## config.mk

```make
export PLATFORM = sky130hd
export DESIGN_NAME = mc_ctrl_flat
export DESIGN_NICKNAME = d
export VERILOG_FILES = /design/src/rtl/mips_defs.sv /design/src/rtl/mc_ctrl_if.sv /design/src/rtl/mc_ctrl_dec.sv /design/src/rtl/mc_ctrl.sv /design/src/flat_wrapper.sv
export SDC_FILE = /design/constraint.sdc
export NUM_CORES = 1
export LEC_CHECK = 0
export BUFFER_PORTS_ARGS = -buffer_cell sky130_fd_sc_hd__buf_2
export CAP_MARGIN = 0
export CORE_MARGIN = 2
export CORE_UTILIZATION = 45
export CTS_CLUSTER_SIZE = 8
export DETAILED_ROUTE_END_ITERATION = 8
export HOLD_SLACK_MARGIN = 0.02
export PLACE_DENSITY = 0.74
export SETUP_SLACK_MARGIN = 0.15
export SYNTH_ARGS = -nofsm -noshare
export SYNTH_HDL_FRONTEND = slang
export SYNTH_HIERARCHICAL = 1
export SYNTH_SLANG_ARGS = --single-unit
```

## constraint.sdc

```tcl
create_clock -name clock -period 5.9 [get_ports clock]
set_input_delay 0 -clock clock [delete_from_list [all_inputs] [get_ports clock]]
set_output_delay 0 -clock clock [all_outputs]
set_load 0.01 [all_outputs]
```

## src/rtl/mips_defs.sv

```systemverilog
// Shared MIPS encodings: opcodes, functs, controller states and datapath selects.
package mips_defs;

  localparam int unsigned INS_W   = 32;
  localparam int unsigned OP_W    = 6;
  localparam int unsigned STATE_W = 4;

  // Primary opcodes
  localparam logic [OP_W-1:0] OP_RTYPE = 6'b000000;
  localparam logic [OP_W-1:0] OP_ORI   = 6'b001101;
  localparam logic [OP_W-1:0] OP_LUI   = 6'b001111;
  localparam logic [OP_W-1:0] OP_LW    = 6'b100011;
  localparam logic [OP_W-1:0] OP_SW    = 6'b101011;
  localparam logic [OP_W-1:0] OP_BEQ   = 6'b000100;
  localparam logic [OP_W-1:0] OP_J     = 6'b000010;
  localparam logic [OP_W-1:0] OP_JAL   = 6'b000011;

  // R-type functs
  localparam logic [OP_W-1:0] FN_ADDU = 6'b100001;
  localparam logic [OP_W-1:0] FN_SUBU = 6'b100011;
  localparam logic [OP_W-1:0] FN_JR   = 6'b001000;

  // ALU operation select
  localparam logic [1:0] ALU_ADD = 2'd0;
  localparam logic [1:0] ALU_SUB = 2'd1;
  localparam logic [1:0] ALU_OR  = 2'd2;
  localparam logic [1:0] ALU_LUI = 2'd3;

  // Next-PC source select
  localparam logic [1:0] JS_SEQ  = 2'd0;
  localparam logic [1:0] JS_JUMP = 2'd1;
  localparam logic [1:0] JS_JR   = 2'd2;

  // Register-file destination select
  localparam logic [1:0] RD_RT = 2'd0;
  localparam logic [1:0] RD_RD = 2'd1;
  localparam logic [1:0] RD_RA = 2'd2;

  // Register-file write-data select
  localparam logic [1:0] M2R_ALU = 2'd0;
  localparam logic [1:0] M2R_MEM = 2'd1;
  localparam logic [1:0] M2R_PC4 = 2'd2;

  // Controller states
  typedef enum logic [STATE_W-1:0] {
    S_FETCH    = 4'd0,
    S_DECODE   = 4'd1,
    S_EXE_R    = 4'd2,
    S_WB_R     = 4'd3,
    S_EXE_I    = 4'd4,
    S_WB_I     = 4'd5,
    S_MEM_ADDR = 4'd6,
    S_MEM_RD   = 4'd7,
    S_MEM_WR   = 4'd8,
    S_WB_LW    = 4'd9,
    S_BRANCH   = 4'd10,
    S_JUMP     = 4'd11
  } state_e;

  // One-hot instruction class
  typedef struct packed {
    logic addu;
    logic subu;
    logic jr;
    logic ori;
    logic lui;
    logic lw;
    logic sw;
    logic beq;
    logic j;
    logic jal;
    logic ill;
  } ins_cls_t;

  // Full set of datapath controls
  typedef struct packed {
    logic       pc_we;
    logic       ir_we;
    logic       npc_sel;
    logic [1:0] jump_sel;
    logic       reg_we;
    logic [1:0] reg_dst;
    logic [1:0] mem_to_reg;
    logic       alu_src;
    logic [1:0] alu_op;
    logic       ext_op;
    logic       mem_we;
    logic       instr_done;
    logic       illegal;
  } ctrl_t;

endpackage

```

## src/rtl/mc_ctrl_if.sv

```systemverilog
// Controller <-> datapath bundle: instruction/flag in, control strobes out.
interface mc_ctrl_if;
  import mips_defs::*;

  logic [INS_W-1:0] ins;
  logic             zero;
  logic             pc_we;
  logic             ir_we;
  logic             nPC_sel;
  logic [1:0]       jump_sel;
  logic             reg_we;
  logic [1:0]       reg_dst;
  logic [1:0]       mem_to_reg;
  logic             alu_src;
  logic [1:0]       alu_op;
  logic             ext_op;
  logic             mem_we;
  logic             instr_done;
  logic             illegal;

  modport master (
    input  ins, zero,
    output pc_we, ir_we, nPC_sel, jump_sel, reg_we, reg_dst, mem_to_reg,
           alu_src, alu_op, ext_op, mem_we, instr_done, illegal
  );

  modport slave (
    output ins, zero,
    input  pc_we, ir_we, nPC_sel, jump_sel, reg_we, reg_dst, mem_to_reg,
           alu_src, alu_op, ext_op, mem_we, instr_done, illegal
  );
endinterface

```

## src/rtl/mc_ctrl_dec.sv

```systemverilog
// Combinational opcode/funct decode into a one-hot instruction class.
module mc_ctrl_dec
  import mips_defs::*;
(
  input  logic [OP_W-1:0] op_i,
  input  logic [OP_W-1:0] funct_i,
  output ins_cls_t        cls_c_o
);

  // Anything not recognised lands in the illegal class
  always_comb begin
    cls_c_o = '0;
    case (op_i)
      OP_RTYPE: begin
        case (funct_i)
          FN_ADDU: cls_c_o.addu = 1'b1;
          FN_SUBU: cls_c_o.subu = 1'b1;
          FN_JR:   cls_c_o.jr   = 1'b1;
          default: cls_c_o.ill  = 1'b1;
        endcase
      end
      OP_ORI:  cls_c_o.ori = 1'b1;
      OP_LUI:  cls_c_o.lui = 1'b1;
      OP_LW:   cls_c_o.lw  = 1'b1;
      OP_SW:   cls_c_o.sw  = 1'b1;
      OP_BEQ:  cls_c_o.beq = 1'b1;
      OP_J:    cls_c_o.j   = 1'b1;
      OP_JAL:  cls_c_o.jal = 1'b1;
      default: cls_c_o.ill = 1'b1;
    endcase
  end

endmodule

```

## src/rtl/mc_ctrl.sv

```systemverilog
// Multi-cycle MIPS main controller. Controls are registered from the next
// state and next latched class, so they are pure Moore outputs of the FSM.
module mc_ctrl
  import mips_defs::*;
(
  input  logic       clock,
  input  logic       reset,
  mc_ctrl_if.master  bus
);

  state_e            state_q, state_d;
  logic [OP_W-1:0]   op_q, op_d;
  logic [OP_W-1:0]   funct_q, funct_d;
  ins_cls_t          cls_q, cls_d;
  ctrl_t             ctrl_q, ctrl_d;
  logic              unused_in_c;

  // Only the opcode/funct fields matter here; zero is consumed by the PC datapath
  assign unused_in_c = ^{bus.ins[INS_W-OP_W-1:OP_W], bus.zero};

  // Opcode/funct are captured only on the edge leaving FETCH
  always_comb begin
    op_d    = op_q;
    funct_d = funct_q;
    if (state_q == S_FETCH) begin
      op_d    = bus.ins[INS_W-1 -: OP_W];
      funct_d = bus.ins[OP_W-1:0];
    end
  end

  mc_ctrl_dec u_dec (
    .op_i    (op_d),
    .funct_i (funct_d),
    .cls_c_o (cls_d)
  );

  // State, latched instruction fields and registered controls
  always_ff @(posedge clock) begin
    if (reset) begin
      state_q      <= S_FETCH;
      op_q         <= '0;
      funct_q      <= '0;
      cls_q        <= '0;
      ctrl_q       <= '0;
      ctrl_q.ir_we <= 1'b1;
    end else begin
      state_q <= state_d;
      op_q    <= op_d;
      funct_q <= funct_d;
      cls_q   <= cls_d;
      ctrl_q  <= ctrl_d;
    end
  end

  // Next state, then the controls belonging to that next state
  always_comb begin
    state_d = state_q;
    ctrl_d  = '0;

    case (state_q)
      S_FETCH:  state_d = S_DECODE;
      S_DECODE: begin
        if (cls_q.addu || cls_q.subu)               state_d = S_EXE_R;
        else if (cls_q.ori || cls_q.lui)            state_d = S_EXE_I;
        else if (cls_q.lw || cls_q.sw)              state_d = S_MEM_ADDR;
        else if (cls_q.beq)                         state_d = S_BRANCH;
        else if (cls_q.j || cls_q.jal || cls_q.jr)  state_d = S_JUMP;
        else                                        state_d = S_FETCH;
      end
      S_EXE_R:    state_d = S_WB_R;
      S_EXE_I:    state_d = S_WB_I;
      S_MEM_ADDR: state_d = cls_q.sw ? S_MEM_WR : S_MEM_RD;
      S_MEM_RD:   state_d = S_WB_LW;
      default:    state_d = S_FETCH;
    endcase

    case (state_d)
      S_FETCH: ctrl_d.ir_we = 1'b1;
      S_DECODE: begin
        // Unsupported encodings retire here as a nop
        if (cls_d.ill) begin
          ctrl_d.pc_we      = 1'b1;
          ctrl_d.instr_done = 1'b1;
          ctrl_d.illegal    = 1'b1;
        end
      end
      S_EXE_R: begin
        ctrl_d.alu_op = cls_d.subu ? ALU_SUB : ALU_ADD;
      end
      S_WB_R: begin
        ctrl_d.alu_op     = cls_d.subu ? ALU_SUB : ALU_ADD;
        ctrl_d.reg_we     = 1'b1;
        ctrl_d.reg_dst    = RD_RD;
        ctrl_d.mem_to_reg = M2R_ALU;
        ctrl_d.pc_we      = 1'b1;
        ctrl_d.instr_done = 1'b1;
      end
      S_EXE_I: begin
        ctrl_d.alu_src = 1'b1;
        ctrl_d.alu_op  = cls_d.lui ? ALU_LUI : ALU_OR;
      end
      S_WB_I: begin
        ctrl_d.alu_src    = 1'b1;
        ctrl_d.alu_op     = cls_d.lui ? ALU_LUI : ALU_OR;
        ctrl_d.reg_we     = 1'b1;
        ctrl_d.reg_dst    = RD_RT;
        ctrl_d.mem_to_reg = M2R_ALU;
        ctrl_d.pc_we      = 1'b1;
        ctrl_d.instr_done = 1'b1;
      end
      S_MEM_ADDR: begin
        ctrl_d.alu_src = 1'b1;
        ctrl_d.ext_op  = 1'b1;
        ctrl_d.alu_op  = ALU_ADD;
      end
      S_MEM_WR: begin
        ctrl_d.mem_we     = 1'b1;
        ctrl_d.pc_we      = 1'b1;
        ctrl_d.instr_done = 1'b1;
      end
      S_WB_LW: begin
        ctrl_d.reg_we     = 1'b1;
        ctrl_d.reg_dst    = RD_RT;
        ctrl_d.mem_to_reg = M2R_MEM;
        ctrl_d.pc_we      = 1'b1;
        ctrl_d.instr_done = 1'b1;
      end
      S_BRANCH: begin
        // Target choice on zero is made in the PC datapath, not here
        ctrl_d.alu_op     = ALU_SUB;
        ctrl_d.npc_sel    = 1'b1;
        ctrl_d.pc_we      = 1'b1;
        ctrl_d.instr_done = 1'b1;
      end
      S_JUMP: begin
        ctrl_d.pc_we      = 1'b1;
        ctrl_d.instr_done = 1'b1;
        ctrl_d.jump_sel   = cls_d.jr ? JS_JR : JS_JUMP;
        if (cls_d.jal) begin
          ctrl_d.reg_we     = 1'b1;
          ctrl_d.reg_dst    = RD_RA;
          ctrl_d.mem_to_reg = M2R_PC4;
        end
      end
      default: ctrl_d = '0;
    endcase
  end

  assign bus.pc_we      = ctrl_q.pc_we;
  assign bus.ir_we      = ctrl_q.ir_we;
  assign bus.nPC_sel    = ctrl_q.npc_sel;
  assign bus.jump_sel   = ctrl_q.jump_sel;
  assign bus.reg_we     = ctrl_q.reg_we;
  assign bus.reg_dst    = ctrl_q.reg_dst;
  assign bus.mem_to_reg = ctrl_q.mem_to_reg;
  assign bus.alu_src    = ctrl_q.alu_src;
  assign bus.alu_op     = ctrl_q.alu_op;
  assign bus.ext_op     = ctrl_q.ext_op;
  assign bus.mem_we     = ctrl_q.mem_we;
  assign bus.instr_done = ctrl_q.instr_done;
  assign bus.illegal    = ctrl_q.illegal;

endmodule

```

## src/flat_wrapper.sv

```systemverilog
// flat-port wrapper written by rule: the top's interface ports become plain ports
module mc_ctrl_flat import mips_defs::*;
  (clock, reset, bus_ins, bus_zero, bus_pc_we, bus_ir_we, bus_nPC_sel, bus_jump_sel, bus_reg_we, bus_reg_dst, bus_mem_to_reg, bus_alu_src, bus_alu_op, bus_ext_op, bus_mem_we, bus_instr_done, bus_illegal);
  mc_ctrl_if bus_i ();
  input  logic clock;
  input  logic reset;
  input wire logic [$bits(bus_i.ins)-1:0] bus_ins;
  input wire logic [$bits(bus_i.zero)-1:0] bus_zero;
  output wire logic [$bits(bus_i.pc_we)-1:0] bus_pc_we;
  output wire logic [$bits(bus_i.ir_we)-1:0] bus_ir_we;
  output wire logic [$bits(bus_i.nPC_sel)-1:0] bus_nPC_sel;
  output wire logic [$bits(bus_i.jump_sel)-1:0] bus_jump_sel;
  output wire logic [$bits(bus_i.reg_we)-1:0] bus_reg_we;
  output wire logic [$bits(bus_i.reg_dst)-1:0] bus_reg_dst;
  output wire logic [$bits(bus_i.mem_to_reg)-1:0] bus_mem_to_reg;
  output wire logic [$bits(bus_i.alu_src)-1:0] bus_alu_src;
  output wire logic [$bits(bus_i.alu_op)-1:0] bus_alu_op;
  output wire logic [$bits(bus_i.ext_op)-1:0] bus_ext_op;
  output wire logic [$bits(bus_i.mem_we)-1:0] bus_mem_we;
  output wire logic [$bits(bus_i.instr_done)-1:0] bus_instr_done;
  output wire logic [$bits(bus_i.illegal)-1:0] bus_illegal;
  assign bus_i.ins = bus_ins;
  assign bus_i.zero = bus_zero;
  assign bus_pc_we = bus_i.pc_we;
  assign bus_ir_we = bus_i.ir_we;
  assign bus_nPC_sel = bus_i.nPC_sel;
  assign bus_jump_sel = bus_i.jump_sel;
  assign bus_reg_we = bus_i.reg_we;
  assign bus_reg_dst = bus_i.reg_dst;
  assign bus_mem_to_reg = bus_i.mem_to_reg;
  assign bus_alu_src = bus_i.alu_src;
  assign bus_alu_op = bus_i.alu_op;
  assign bus_ext_op = bus_i.ext_op;
  assign bus_mem_we = bus_i.mem_we;
  assign bus_instr_done = bus_i.instr_done;
  assign bus_illegal = bus_i.illegal;
  mc_ctrl u_core (.clock(clock), .reset(reset), .bus(bus_i));
endmodule
```

**Word level (Yosys, flattened, before mapping)**

Cells that the tools add are included.

- Equality and inequality tests: 25
- Multiplexer cells: 37
- Bitwise gates (word level): 3
- Reduce and logical (&&, ||, !) cells: 17

Operators with widths:

| cell | number |
|---|---|
| $eq A4 B3 Y1 const B | 6 |
| $eq A6 B6 Y1 const B | 4 |
| $mux W4 | 6 |
| $pmux W4 S6 | 1 |
| $pmux W5 S4 | 1 |
| $mux W1 | 19 |
| $eq A6 B4 Y1 const B | 3 |
| $eq A4 B4 Y1 const B | 4 |
| $eq A4 B2 Y1 const B | 3 |
| $eq A6 B2 Y1 const B | 2 |
| $mux W6 | 2 |
| $reduce_or A2 Y1 | 5 |
| $eq A4 B1 Y1 const B | 2 |
| $logic_not A4 Y1 | 2 |
| $reduce_or A7 Y1 | 1 |
| $eq A6 B3 Y1 const B | 1 |
| $logic_not A6 Y1 | 1 |
| $mux W2 | 3 |
| $pmux W1 S2 | 3 |
| $pmux W2 S3 | 1 |
| $reduce_or A3 Y1 | 2 |
| $reduce_or A6 Y1 | 1 |
| $logic_or A1 B1 Y1 | 5 |
| $mux W5 | 1 |
| $not A1 Y1 | 3 |

- Flip-flop bits (word level): 43
- Input port bits: 35
- Output and inout bits: 17
- Word-level logic and storage cells: 108

**Depth between registers and ports, before layout**

- Depth after elaboration: 11
- Depth in mapped cells: 12
- Gate-level depth less buffers: 10

**Modules after synthesis**

The synthesis kept the hierarchy.

Modules (own cells, without submodules):

| module | times used | cells each | area an instance (um2) | sequential area each (um2) |
|---|---|---|---|---|
| mc_ctrl | 1 | 152 | 1561.5 | 820.8 |
| mc_ctrl_dec | 1 | 31 | 196.4 | 0.0 |

**Worst setup path before layout**

No wires, ideal clock.

- Kind: register to register
- From: register u_core.state_q[1]
- To: register u_core.ctrl_q (netlist bit u_core/bus.pc_we)
- Arrival: 3194 ps
- Data required time: 5842 ps
- Slack: 2648 ps
- Stages on the path, launching flop included: 11
- Path buffers: 2
- Path through: dfxtp_1 > clkbuf_1 > nor4_1 > buf_2 > mux2_2 > or4_4 > or3_4 > o31ai_2 > inv_1 > a2111oi_2 > or3_1

RTL lines:

| what | RTL line | source |
|---|---|---|
| start: declaration | mc_ctrl.sv:11 | `state_e state_q, state_d;` |
| start signal: assignment | mc_ctrl.sv:47 | `state_q <= state_d;` |
| end signal: assignment | mc_ctrl.sv:51 | `ctrl_q <= ctrl_d;` |
| end: declaration | mc_ctrl.sv:15 | `ctrl_t ctrl_q, ctrl_d;` |

==> impl_metrics.csv <==
group,metric,value,unit
setup_path,regToRegStartpoint,"u_core/state_q[2]",
synth,synth_ff_type,"dfxtp_1",
synth,synth_top_area_frac,0.4669,
setup_path,worstPathRequired,6.12,ns
clock_tree,ctsResizeCount,0,
final_layout,n_antenna_cell,0,
synth,synthArstFlopShare,0,
detailed_routing,first_pass_iters,4,
clock_tree,postCtsSetupRepairBufs,0,
final_layout,largest_registers,"u_core/cls_q: 10 flops, u_core/funct_q: 6 flops, u_core/op_q: 6 flops",
job,cap_violations,0,
synth,synth_edf_count,0,
grt,grt_max_degree,33,
die,dieHeight,66.50,um
setup_path,critPathKind,"flop to flop",
detailed_routing,postRouteAntennaNets,0,
clock_tree,tritoncts,"built",
power_and_ir_drop,p_total,609.9,uW
synth,syn_inst,183,
detailed_routing,routedWlPerCell,13.27,um
clock_tree,cts_made_buffers,5,
synth,post-synth-top-count-cell,"dfxtp_1",
final_layout,syn_to_final_growth,16.58,%
setup_path,path_max_fanout,12,
run_status,status,"completed",
setup_path,critical_path.cell_chain,"nor4_2 > buf_4 > mux2_2 > or4_4 > or3_4 > nor3_1 > nor2b_1 > nand3_1 > a31oi_1 > a21oi_1 > o21ai_0",
synth,synth_top_area_cell,"dfxtp_1",
setup_path,slowest_delay,0.56,ns
hold_path,holdPathStages,3,
timing,period_needed,3.335,ns
clock_tree,worstSkewPairLatency,0.29,ns
synth,synthTopCellsByCount,"dfxtp_1 (41), nor2b_1 (25), nor2_1 (14)",
grt,grt_pass1_wl,5.775,mm
detailed_routing,via_per_inst,5.394,
setup_path,ff2ff_path_depth,11,
detailed_routing,drc,0,
timing,period_share,0.5652,
final_layout,nNetsFinal,245,
clock_tree,root_buffer,"clkbuf_8",
clock_tree,h-tree-depth,2,
setup_path,worstPathArrival,3.55,ns
clock_tree,cts_sinks,41,
setup_path,cp_top_family,"simple AND/OR/NAND/NOR gates",
die,ioPinCount,52,
final_layout,drive_gt1_frac,0.2986,
synth,ys_seq_area_frac,0.4669,
grt,grt_antenna_before_repair,0,
setup_path,cp.depth,11,
timing,hold_ws,0.05881,ns
timing,relSlewSlack,0.4268,
timing,slew_violations,0,
synth,synth.distinct_cells,44,
grt,grt_pass1_vias,1258,
synth,ys_top_cells_by_area,"dfxtp_1 (47%), nor2b_1 (8.9%), mux2_2 (7.7%)",
synth,ys_ff_latch,41,
placed_design,place_congestion,0.8851,
synth,syn_area,1758,um2
grt,grt_overflow,0,
setup_path,critPathSlowestCell,"or4_4",
setup_path,reg2reg_to,"u_core/bus.alu_op[0]",
setup_path,critPathBufInv,1,
placed_design,place_area,1929,um2
setup_path,crit_path_start,"u_core/state_q[2]",
detailed_routing,drt_iter0_drc,146,
placed_design,dp_hpwl,2.273,mm
synth,ys_warn_count,6,
timing,max_freq,0.2999,GHz
timing,worst_pin_slew,0.8580,ns
power_and_ir_drop,power_density,297.6,nW/um2
setup_path,start_kind,"flop",
die,die-area,4422,um2
hold_path,hp-class,"input port to flop",
setup_path,end_kind,"flop",
detailed_routing,vias,1397,
synth,avgSynthCellArea,9.606,um2
die,rows,22,
timing,setup_viol,0,
power_and_ir_drop,leakage,0.8697,nW
die,initial_core_util,0.4731,
synth,syn_nets,218,
timing,finClkSkew,0.005571,ns
setup_path,endpoint,"u_core/bus.alu_op[0]",
timing,hold_violations,0,
clock_tree,cts_buffer_depth,2,
clock_tree,cts_hold_buffers,0,
grt,grt_usage,0.1711,
final_layout,finalInstanceArea,2049,um2
die,chipWidth,66.50,um
clock_tree,clk_pin_slew_worst_paths,0.08,ns
final_layout,fill_cells,339,
power_and_ir_drop,ir_drop,0.1422,mV
placed_design,port-buffer-count,30,
final_layout,registers.top_by_ff_count,"u_core/cls_q",
setup_path,r2r_slack,2.57,ns
final_layout,largest_register_ffs,10,
detailed_routing,totalWireLength,3.438,mm
die,coreArea,3716,um2
timing,rsz0062_at_grt,"false",
timing,finalSetupTns,0,ns
[layer usage]
layer,wire (um),up-vias,GRT usage
li1,-,701,-
met4,73,0,0.06122
met5,0,-,0
met3,175,10,0.05068
met1,1588,632,0.2274
met2,1601,54,0.2625
[worst min-delay path by stage]
stage | startpoint | end | slack, ns
6_report | bus_ins[2] | u_core/funct_q[2] | 0.06
5_1_grt | bus_ins[2] | u_core/funct_q[2] | 0.08
4_1_cts | bus_ins[4] | u_core/funct_q[4] | 0.06
3_5_place_dp | bus_ins[4] | u_core/funct_q[4] | 0.36
3_3_place_gp | bus_ins[4] | u_core/funct_q[4] | 0.35
2_1_floorplan | reset | u_core/bus.reg_dst[0] | 0.08
[cell families (layout without fill, tap and decap cells)]
| group | after synthesis | after routing | share of synthesized area |
|---|---|---|---|
| muxes | 12 | 12 | 0.07687 |
| AOI/OAI and AO/OA | 18 | 18 | 0.07972 |
| DFF | 41 | 41 | 0.4669 |
| and+or+nand+nor | 96 | 96 | 0.3359 |
| buffers and inverters | 16 | 44 | 0.04056 |
[stage by stage]
stage | util | setup WS [ns] | std cells
4_1_cts | 0.5515 | 2.612 | 259
3_3_place_gp | 0.5192 | 2.642 | 251
5_1_grt | 0.5515 | 2.380 | 259
3_5_place_dp | 0.5192 | 2.660 | 251
6_report | 0.5515 | 2.565 | 259
2_1_floorplan | - | 2.648 | 183
[final cells by class]
cell class / instances / area, um2 / area share
multi-input cells: 126 / 872.1 / 0.4255
flip-flops and latches: 41 / 820.8 / 0.4005
repair buffers: 31 / 157.7 / 0.07692
clock buffers: 6 / 82.58 / 0.04029
well taps: 48 / 60.06 / 0.02930
clock inverters: 2 / 37.54 / 0.01831
inverters: 5 / 18.77 / 0.009157
[placed cells by master (no fill, tap or decap), types with 2 or more instances in the layout]
cell type,netlist,final
nor4_1,5,4
nand3_1,5,5
inv_1,5,5
and3_1,2,2
mux2_2,12,12
clkbuf_8,0,6
nand4_1,2,2
nand2_1,9,9
nor4_2,1,2
o21a_1,2,2
nor3_1,9,9
nor2_1,14,14
or4_1,3,3
buf_2,3,30
or2_2,2,2
nor2b_1,25,25
or4b_2,2,2
or3_1,3,3
a21oi_1,3,3
nor3b_1,2,2
dfxtp_1,41,41
nand4b_1,2,2
o21ai_0,2,2
nor4b_1,2,2
[power breakdown]
group	total (mW)	switching [mW]	internal (mW)
Clock	0.237	0.0998	0.138
Sequential	0.293	0.00559	0.288
Combinational	0.0792	0.0428	0.0365
Total	0.610	0.148	0.462
[worst register-to-register path, delay by kind of cell, from the launching register on]
family	cells	cell delay, ns
multiplexers	1	0.41
buffers and inverters	1	0.25
flip-flops	1	0.42
AND/OR/NAND/NOR	6	1.69
AO/OA/AOI/OAI	3	0.47
Note: power is estimated with default switching activity, not from simulation.
